## config.mk

```make
export PLATFORM = sky130hd
export DESIGN_NAME = kernel_a_stream_ctrl
export DESIGN_NICKNAME = d
export VERILOG_FILES = /design/src/rtl/kernel_a_ctrl_pkg.sv /design/src/rtl/kernel_a_credit_ctr.sv /design/src/rtl/kernel_a_stream_ctrl.sv
export SDC_FILE = /design/constraint.sdc
export NUM_CORES = 1
export LEC_CHECK = 0
export CORE_ASPECT_RATIO = 1.25
export CORE_MARGIN = 3
export CORE_UTILIZATION = 35
export DETAILED_ROUTE_END_ITERATION = 12
export HOLD_SLACK_MARGIN = 0.05
export PLACE_DENSITY = 0.61
export SYNTH_ARGS = -nofsm -noshare
export SYNTH_HDL_FRONTEND = slang
export SYNTH_SLANG_ARGS = --single-unit
```

## constraint.sdc

```tcl
create_clock -name clk -period 9.6 [get_ports clk]
set_input_delay 1.44 -clock clk [delete_from_list [all_inputs] [get_ports clk]]
set_output_delay 1.44 -clock clk [all_outputs]
set_load 0.02 [all_outputs]
```

## src/rtl/kernel_a_ctrl_pkg.sv

```systemverilog
// Shared definitions for the kernel_A run-level stream controller:
// state encoding and default sizing.
package kernel_a_ctrl_pkg;

    localparam int CNTW_DEF        = 32;
    localparam int MAXINFLIGHT_DEF = 16;
    localparam int CREDW_DEF       = 5;

    typedef enum logic [2:0] {
        IDLE  = 3'd0,
        RUN   = 3'd1,
        DRAIN = 3'd2,
        DONE  = 3'd3,
        ERR   = 3'd4
    } state_t;

endpackage

```

## src/rtl/kernel_a_credit_ctr.sv

```systemverilog
// Up/down count of items issued into the kernel but not yet collected.
// full is registered so a collect frees a credit only from the next cycle.
module kernel_a_credit_ctr #(
    parameter int W    = 5,
    parameter int MAXV = 16
) (
    input  logic         clk,
    input  logic         rst,
    input  logic         clr,
    input  logic         inc,
    input  logic         dec,
    output logic [W-1:0] count,
    output logic         full
);

    logic [W-1:0] nxt;

    always_comb begin
        nxt = count;
        if (inc && !dec)
            nxt = count + W'(1);
        else if (dec && !inc)
            nxt = count - W'(1);
    end

    always_ff @(posedge clk) begin
        if (!rst) begin
            count <= '0;
            full  <= 1'b0;
        end else if (clr) begin
            count <= '0;
            full  <= 1'b0;
        end else begin
            count <= nxt;
            full  <= (nxt == W'(MAXV));
        end
    end

endmodule

```

## src/rtl/kernel_a_stream_ctrl.sv

```systemverilog
// Run-level sequencer gating source->kernel and kernel->sink handshakes.
// Optional stall watchdog: define KERNEL_A_STREAM_CTRL_WATCHDOG_EN.
//
// state | meaning
// IDLE  | waiting for start
// RUN   | issuing and collecting items
// DRAIN | all items issued, collecting the rest
// DONE  | one-cycle done pulse
// ERR   | watchdog tripped, held until reset (watchdog build only)
module kernel_a_stream_ctrl
    import kernel_a_ctrl_pkg::*;
#(
    parameter int CNTW        = CNTW_DEF,
    parameter int MAXINFLIGHT = MAXINFLIGHT_DEF,
    parameter int CREDW       = CREDW_DEF
`ifdef KERNEL_A_STREAM_CTRL_WATCHDOG_EN
    ,parameter int TIMEOUT    = 1024
`endif
) (
    input  logic            clk,
    input  logic            rst,
    input  logic            start,
    input  logic [CNTW-1:0] nitems,
    output logic            busy,
    output logic            done,
    input  logic            src_valid,
    output logic            src_ready,
    output logic            k_ivalid,
    input  logic            k_iready,
    input  logic            k_ovalid,
    output logic            k_oready,
    output logic            snk_valid,
    input  logic            snk_ready,
    output logic [CNTW-1:0] issued,
    output logic [CNTW-1:0] collected
`ifdef KERNEL_A_STREAM_CTRL_WATCHDOG_EN
    ,output logic           err
`endif
);

    state_t            state;
    logic [CNTW-1:0]   nitems_q;
    logic [CREDW-1:0]  inflight;
    logic              full;
    logic              g_in;
    logic              g_out;
    logic              fire_in;
    logic              fire_out;
    logic              last_issue;
    logic              last_collect;
    logic              start_ok;

    assign start_ok = (state == IDLE) && start;

    assign g_in      = (state == RUN) && (issued < nitems_q) && !full;
    assign k_ivalid  = src_valid & g_in;
    assign src_ready = k_iready & g_in;
    assign fire_in   = k_ivalid & k_iready;

    assign g_out     = ((state == RUN) || (state == DRAIN)) && (collected < nitems_q);
    assign snk_valid = k_ovalid & g_out;
    assign k_oready  = snk_ready & g_out;
    assign fire_out  = k_ovalid & k_oready;

    // nitems_q is non-zero whenever the gates are open, so the -1 cannot wrap
    assign last_issue   = fire_in  && (issued    == nitems_q - CNTW'(1));
    assign last_collect = fire_out && (collected == nitems_q - CNTW'(1));

    kernel_a_credit_ctr #(
        .W    (CREDW),
        .MAXV (MAXINFLIGHT)
    ) u_credit (
        .clk   (clk),
        .rst   (rst),
        .clr   (start_ok),
        .inc   (fire_in),
        .dec   (fire_out),
        .count (inflight),
        .full  (full)
    );

`ifdef KERNEL_A_STREAM_CTRL_WATCHDOG_EN
    localparam int SW = $clog2(TIMEOUT + 1);
    logic [SW-1:0] stall;
`endif

    always_ff @(posedge clk) begin
        if (!rst) begin
            state     <= IDLE;
            busy      <= 1'b0;
            done      <= 1'b0;
            nitems_q  <= '0;
            issued    <= '0;
            collected <= '0;
`ifdef KERNEL_A_STREAM_CTRL_WATCHDOG_EN
            err       <= 1'b0;
            stall     <= '0;
`endif
        end else begin
            done <= 1'b0;
            if (fire_in)
                issued <= issued + CNTW'(1);
            if (fire_out)
                collected <= collected + CNTW'(1);

            case (state)
                IDLE: begin
                    if (start) begin
                        nitems_q  <= nitems;
                        issued    <= '0;
                        collected <= '0;
                        if (nitems == '0) begin
                            state <= DONE;
                            done  <= 1'b1;
                        end else begin
                            state <= RUN;
                            busy  <= 1'b1;
                        end
                    end
                end
                RUN: begin
                    if (last_issue && last_collect) begin
                        state <= DONE;
                        busy  <= 1'b0;
                        done  <= 1'b1;
                    end else if (last_issue) begin
                        state <= DRAIN;
                    end
                end
                DRAIN: begin
                    if (last_collect) begin
                        state <= DONE;
                        busy  <= 1'b0;
                        done  <= 1'b1;
                    end
                end
                DONE: state <= IDLE;
`ifdef KERNEL_A_STREAM_CTRL_WATCHDOG_EN
                ERR:  state <= ERR;
`endif
                default: begin
                    state <= IDLE;
                    busy  <= 1'b0;
                end
            endcase

`ifdef KERNEL_A_STREAM_CTRL_WATCHDOG_EN
            if (fire_out)
                stall <= '0;
            else if (((state == RUN) || (state == DRAIN)) && (inflight != '0)
                     && (stall != SW'(TIMEOUT)))
                stall <= stall + SW'(1);

            // trip overrides any transition computed above
            if (((state == RUN) || (state == DRAIN)) && (stall == SW'(TIMEOUT))) begin
                state <= ERR;
                busy  <= 1'b0;
                done  <= 1'b0;
                err   <= 1'b1;
            end
`endif
        end
    end

    a_no_collect_when_empty: assert property (
        @(posedge clk) disable iff (!rst) !(fire_out && (inflight == '0)));

endmodule
```

==> run metrics, run 1 <==
Critical Path Fanout Max 9; period utilisation layout 55.1%; crit path from nitems_q[28]$_SDFFE_PN0P_; number of global-route vias before repair approximately 8.4k; startpoint class of the critical path register; clk_lat worst skew roughly 380 ps; DIE HEIGHT about 180 um; CTS clk-pin slew, worst paths 80 ps; top cell type's share of synthesized area roughly a quarter; Reg power frac roughly 28%; final WL ~30,000 um; # DRC 0; P_sw 0.000877 W; grt met3 use just under 3%; GRT busiest layer met2; routability congestion estimate roughly 0.94; RSZ-0062 raised after global routing no; crit-path max cell delay around 700 ps; total power ~0.0019 W; hold path start u_credit.count[4]$_SDFF_PP0_; Resized cells post-CTS 0; clk_skew 7.97 ps; overflow left after global routing 0; routing usage on met2 slightly below 40%; Root Driver clkbuf_16; Slew headroom between 10% and 20%; drt initial violations 504; final setup vio count 0; critical path's slowest cell nor4_1; area of the die 26,800 um^2; Fmax achieved roughly 0.19 GHz; Post-Syn Nets between 1k and 1.5k; first-pass GRT wire length approximately 47,000 um; fill count about 2.5k; Netlist Area Pre-Place roughly 8700 um^2; via count between 8k and 9k; Final HPWL DP 24,200 um; Yosys top cell by area dfxtp_1; core area roughly 24,000 um^2; MaxCap Viol Count 0; Num CTS Buffers 9; Syn Area/Cell 7.59 um^2; Initial Utilization between 30 and 40%; number of enable flip-flop cells after synthesis 0; Nets about 1.3k; DRT Pass-1 Iters 5; CTS Sinks approximately 110; Hold Violations, Final 0; asr flop ratio synth 0%; via/cell ratio 5.66; num rows between 60 and 70; worst min path class reg -> reg; Top FF cell, synth dfxtp_1; max-slew violation count 0; post-DR wirelength/cell roughly 20 um; CP arrival about 3900 ps; sequential-to-total area share from yosys stat around a quarter; Crit Reg-Reg Startpoint nitems_q[1]$_SDFFE_PN0P_; ANT cells 0; fin cells between 1.5k and 2k; Placed Cells approximately 1.5k; Pwr Density ~190 nW/um^2; Critical Path, Cell by Cell inv_1, ha_1, nand4_1, or2_2, nor4_1, nand3_1, o221a_2, nor2b_1, and2_1, clkdlybuf4s50_1; synthesized instance count approximately 1.1k; area grow syn2layout 19.0%; multi-input logic area 6120 um^2; M1 GR Usage between 20% and 30%; post-CTS setup buffer count 0; Max Buffers Root-to-Sink 2; flops & latches, synth between 100 and 150; Max VDD drop ~0.10 mV; post-route minimum period between 5000 and 6000 ps; gr usage total 22.3%; IO Pins roughly 110; largest cells by area after synthesis dfxtp_1, ha_1, xor2_1; Net Sw Frac about 46%; YS warnings 0; initial antenna violation count 0; setup_tns 0 ps; CTS tree built; Worst Path Required between 8000 and 9000 ps; Antenna Nets Post-Route 0; Pleak 3.97 nW; Port Buffer Count about 110; internal power around 0.0010 W; Yosys cell types between 70 and 80; crit end category primary output; most frequent cells in the layout nand2_1, nor2_1, clkdlybuf4s50_1, dfxtp_1, a21oi_1; Worst Tran Pin Value about 1300 ps; CTS H-tree lvls 3; Worst Setup Path Type reg -> out; Die Wd roughly 150 um; largest net degree at the start of global routing 64; combinational group share of total power 50.8%; Clock power frac 20.8%; layout cell share with drive strength beyond 1 4.77%; hold buffers post-CTS 0; register area ~2100 um^2; commonest non-fill, non-tap cell in the layout nand2_1; outcome finished clean; Min Hold Slack between 400 and 500 ps
==> Yosys cell counts, types with 5 or more instances <==
cell      count
inv_1        53
mux2i_1      13
a21oi_1      78
or3_1        11
nor2_1      109
clkbuf_1     51
a21o_1       13
o211ai_1     11
buf_2         9
or2_2         5
nand2_1     136
nand3_1      51
ha_1         74
and4_1        9
xnor2_1      53
nor2b_1      12
and2_1       15
a211oi_1      7
xor2_1       61
nor3_1       30
dfxtp_1     106
buf_1         5
o21ai_0      30
a31oi_1      12
nand4_1      47
and3_1       20
or4_1        12
nor4_1       29
==> power by group through the flow <==
stage	clock network [W]	logic, W	registers (W)
finish	0.000398	0.000974	0.000544
global route	0.000417	0.00106	0.000549
CTS	0.000402	0.000966	0.000543
detailed placement	0	0.000961	0.000553
global placement	0	0.000956	0.000552
floorplan	0	0.000709	0.000509
==> state kept, by name, summed over array words and instances, names as in the netlist <==
| signal | cells |
|---|---|
| busy | 1 |
| collected | 32 |
| done | 1 |
| issued | 32 |
| nitems_q | 32 |
| state | 2 |
| u_credit.count | 5 |
| u_credit.full | 1 |
==> worst paths after layout <==
kind / to / slack [ps] / depth (start not counted)
worst min-delay path: u_credit.count[4]$_SDFF_PP0_ / 490 / 2
worst min register to register: u_credit.count[4]$_SDFF_PP0_ / 490 / 2
worst max register to register: state[1]$_SDFFE_PN0P_ / 5010 / 13
worst max-delay path: src_ready / 4310 / 10
==> routing by layer <==
layer,part of all wire [%],wire length (um)
met1,41,12500
met2,50,15400
met3,3.9,1210
met4,5.2,1590
met5,0,0
==> worst max-delay path: cells and delay by family, from the launching register on <==
kind / cells / cell delay (ps)
simple gates: 6 / 1720
buf+inv: 2 / 640
flops: 1 / 520
fa+ha+maj: 1 / 290
compound gates: 1 / 300
==> cell type report <==
type	instances	share of cell area (%)
Clock buffer	9	2.18
Clock inverter	7	0.750
Inverter	53	1.92
Multi-Input combinational cell	919	59.2
Sequential cell	106	20.5
Tap cell	325	3.93
Timing Repair Buffer	122	11.5
==> stage by stage <==
stage	cell area [um^2]	util [%]	setup slack (ps)
global route	10300	43.0	4230
finish	10300	43.0	4310
global placement	10000	41.7	4840
floorplan	8690	-	5770
detailed placement	10000	41.7	4780
CTS	10300	43.0	4360
==> logic make-up (layout without fill, tap and decap cells) <==
| group | after synthesis | in the layout | synth area share (%) |
|---|---|---|---|
| AO/OA/AOI/OAI | 203 | 203 | 15.1 |
| XOR/XNOR | 118 | 118 | 12.5 |
| adder cells (fa/ha/maj) | 74 | 74 | 10.7 |
| buffers and inverters | 120 | 191 | 5.44 |
| flip-flops | 106 | 106 | 24.4 |
| multiplexers | 13 | 13 | 1.50 |
| AND/OR/NAND/NOR | 511 | 511 | 30.4 |
No activity file was read; power rests on OpenSTA's default activity.
==> run 2: changes to the inputs <==
- PLACE_DENSITY: 0.61 -> 0.63
- clock period: 9.6 -> 4.4 ns (I/O delays scaled with it)
==> run 2 against run 1 <==
  * Critical path depth up 1
  * Flip-flop and latch count stayed put
  * Combinational power increased by 140%
  * Clock-buffer cell count is 1 higher
  * Worst setup slack worse by 4100 ps
  * Non-clock buffer count up 56
  * Sequential share of layout area shrank 0.78 points
  * Register-to-register slack worse by 4700 ps
  * Critical path type unchanged
  * Critical endpoint unchanged
  * Highest routed layer unchanged
==> run metrics, run 2 (synthesis results as in run 1) <==
area grow syn2layout 23.7%; ANT cells 0 (unchanged); Worst Setup Path Type reg -> out; area of the die 26,800 um^2 (unchanged); via count 9,027 (+3.4%); CTS H-tree lvls 3 (unchanged); CTS tree built; CP arrival 3510 ps (-340 ps); initial antenna violation count 0 (unchanged); clk_skew 13.1 ps (+5.15 ps); Antenna Nets Post-Route 0 (unchanged); total power 0.00434 W (+130%); routability congestion estimate 0.986 (+5.0%); period utilisation layout between 90% and 100%; layout cell share with drive strength beyond 1 8.88% (+4.1 points); MaxCap Viol Count 0 (unchanged); CTS Sinks 106 (unchanged); post-DR wirelength/cell 19.9 um (-0.16%); crit end category primary output; worst min path class reg -> reg; drt initial violations 623 (+24%); setup_tns 0 ps (unchanged); critical path's slowest cell clkdlybuf4s50_1; Max Buffers Root-to-Sink 2 (unchanged); largest net degree at the start of global routing 40 (-38%); IO Pins 109 (unchanged); startpoint class of the critical path register; DIE HEIGHT 182 um (unchanged); number of global-route vias before repair 8,596 (+2.9%); Pleak 4.24 nW (+6.6%); Worst Path Required 3740 ps (-4420 ps); num rows 63 (unchanged); first-pass GRT wire length 48,800 um (+3.4%); Design Area, Final 10,700 um^2 (+4.0%); Nets 1,380 (+4.2%); CTS clk-pin slew, worst paths 80 ps (about the same); commonest non-fill, non-tap cell in the layout nand2_1; Critical Path, Cell by Cell inv_1, ha_1, nand4_1, or2_2, nor4_1, buf_4, nand3_1, o221a_2, nor2b_1, and2_1, clkdlybuf4s50_1; Worst Tran Pin Value 908 ps (-355 ps); Num CTS Buffers 9 (unchanged); Root Driver clkbuf_16; Final HPWL DP 25,800 um (+6.8%); via/cell ratio 5.65 (-0.20%); biggest regs collected (32), issued (32), nitems_q (32); fin cells 1,597 (+3.6%); gr usage total 23.3% (+0.97 points); clk_lat worst skew 370 ps (about the same); Max VDD drop 0.231 mV (+120%); RSZ-0062 raised after global routing no; Fmax achieved ~0.24 GHz; crit-path max cell delay 530 ps (-170 ps); overflow left after global routing 0 (unchanged); post-route minimum period between 4000 and 5000 ps; Port Buffer Count 108 (unchanged); Hold Violations, Final 0 (unchanged); core area 24,000 um^2 (unchanged); final setup vio count 0 (unchanged); Pwr Density 403 nW/um^2 (+120%); hold buffers post-CTS 0 (unchanged); Critical Path Fanout Max 4 (-5); Placed Cells 1,581 (+3.7%); DRT Pass-1 Iters 7 (+2); final WL 31,700 um (+3.5%); Initial Utilization 36.1% (unchanged); max-slew violation count 0 (unchanged); most frequent cells in the layout nand2_1, nor2_1, clkdlybuf4s50_1, dfxtp_1, a21oi_1; Resized cells post-CTS 0 (unchanged); outcome finished clean; Die Wd 147 um (unchanged); # DRC 0 (unchanged); Slew headroom 39.0% (+23 points); Area after DPL 10,400 um^2 (+4.1%); post-CTS setup buffer count 0 (unchanged)
-- run 2: cell count changes in the layout (fill, tap and decap cells not counted) --
| cell | before | now |
|---|---|---|
| inv_6 | 1 | 2 |
| buf_4 | 14 | 70 |
| nor4_2 | 3 | 4 |
| nor4_4 | 4 | 3 |
| clkbuf_1 | 0 | 1 |
| clkinv_2 | 1 | 0 |
| clkinv_4 | 3 | 2 |
-- run 2: layer usage --
layer | up-vias | wire [um] | track usage [%]
met4 | 0 | 1790 | 12.3
li1 | 4349 | - | -
met1 | 4309 | 12700 | 26.9
met3 | 83 | 1250 | 2.36
met2 | 286 | 16000 | 42.2
met5 | - | 0 | 0
-- run 2: power breakdown --
group,internal [W],total [W],switching [W]
Sequential,0.00103,0.00116,0.000121
Combinational,0.000915,0.00233,0.00141
Clock,0.000448,0.000851,0.000402
Total,0.00240,0.00434,0.00194
-- run 2: path summary, 6_finish.rpt --
kind	start	to	slack [ps]	cells after the start
setup / recovery	nitems_q[31]$_SDFFE_PN0P_	src_ready	230	11
hold / removal	u_credit.count[4]$_SDFF_PP0_	u_credit.count[4]$_SDFF_PP0_	480	2
setup reg to reg	nitems_q[1]$_SDFFE_PN0P_	state[1]$_SDFFE_PN0P_	310	12
hold reg to reg	u_credit.count[4]$_SDFF_PP0_	u_credit.count[4]$_SDFF_PP0_	480	2
-- run 2: final cells by class --
type	count	area [um^2]
inverters	53	199
clock buffers	10	229
flip-flops and latches	106	2120
clock inverters	6	72.6
multi-input cells	919	6110
repair buffers	178	1610
fillers	2445	13300
well taps	325	407
-- run 2: critical path: cells and delay by family, from the launching register on --
kind / cells / cell delay [ps]
simple gates: 6 / 1260
flops: 1 / 460
compound gates: 1 / 270
fa+ha+maj: 1 / 330
buf+inv: 3 / 830
-- run 2: metrics by stage --
stage	hold WS, ps	setup slack (ps)	utilization [%]
detailed placement	475	358	43.5
global route	502	9.92	44.7
floorplan	448	874	-
global placement	470	377	43.5
finish	481	230	44.7
CTS	487	247	44.7
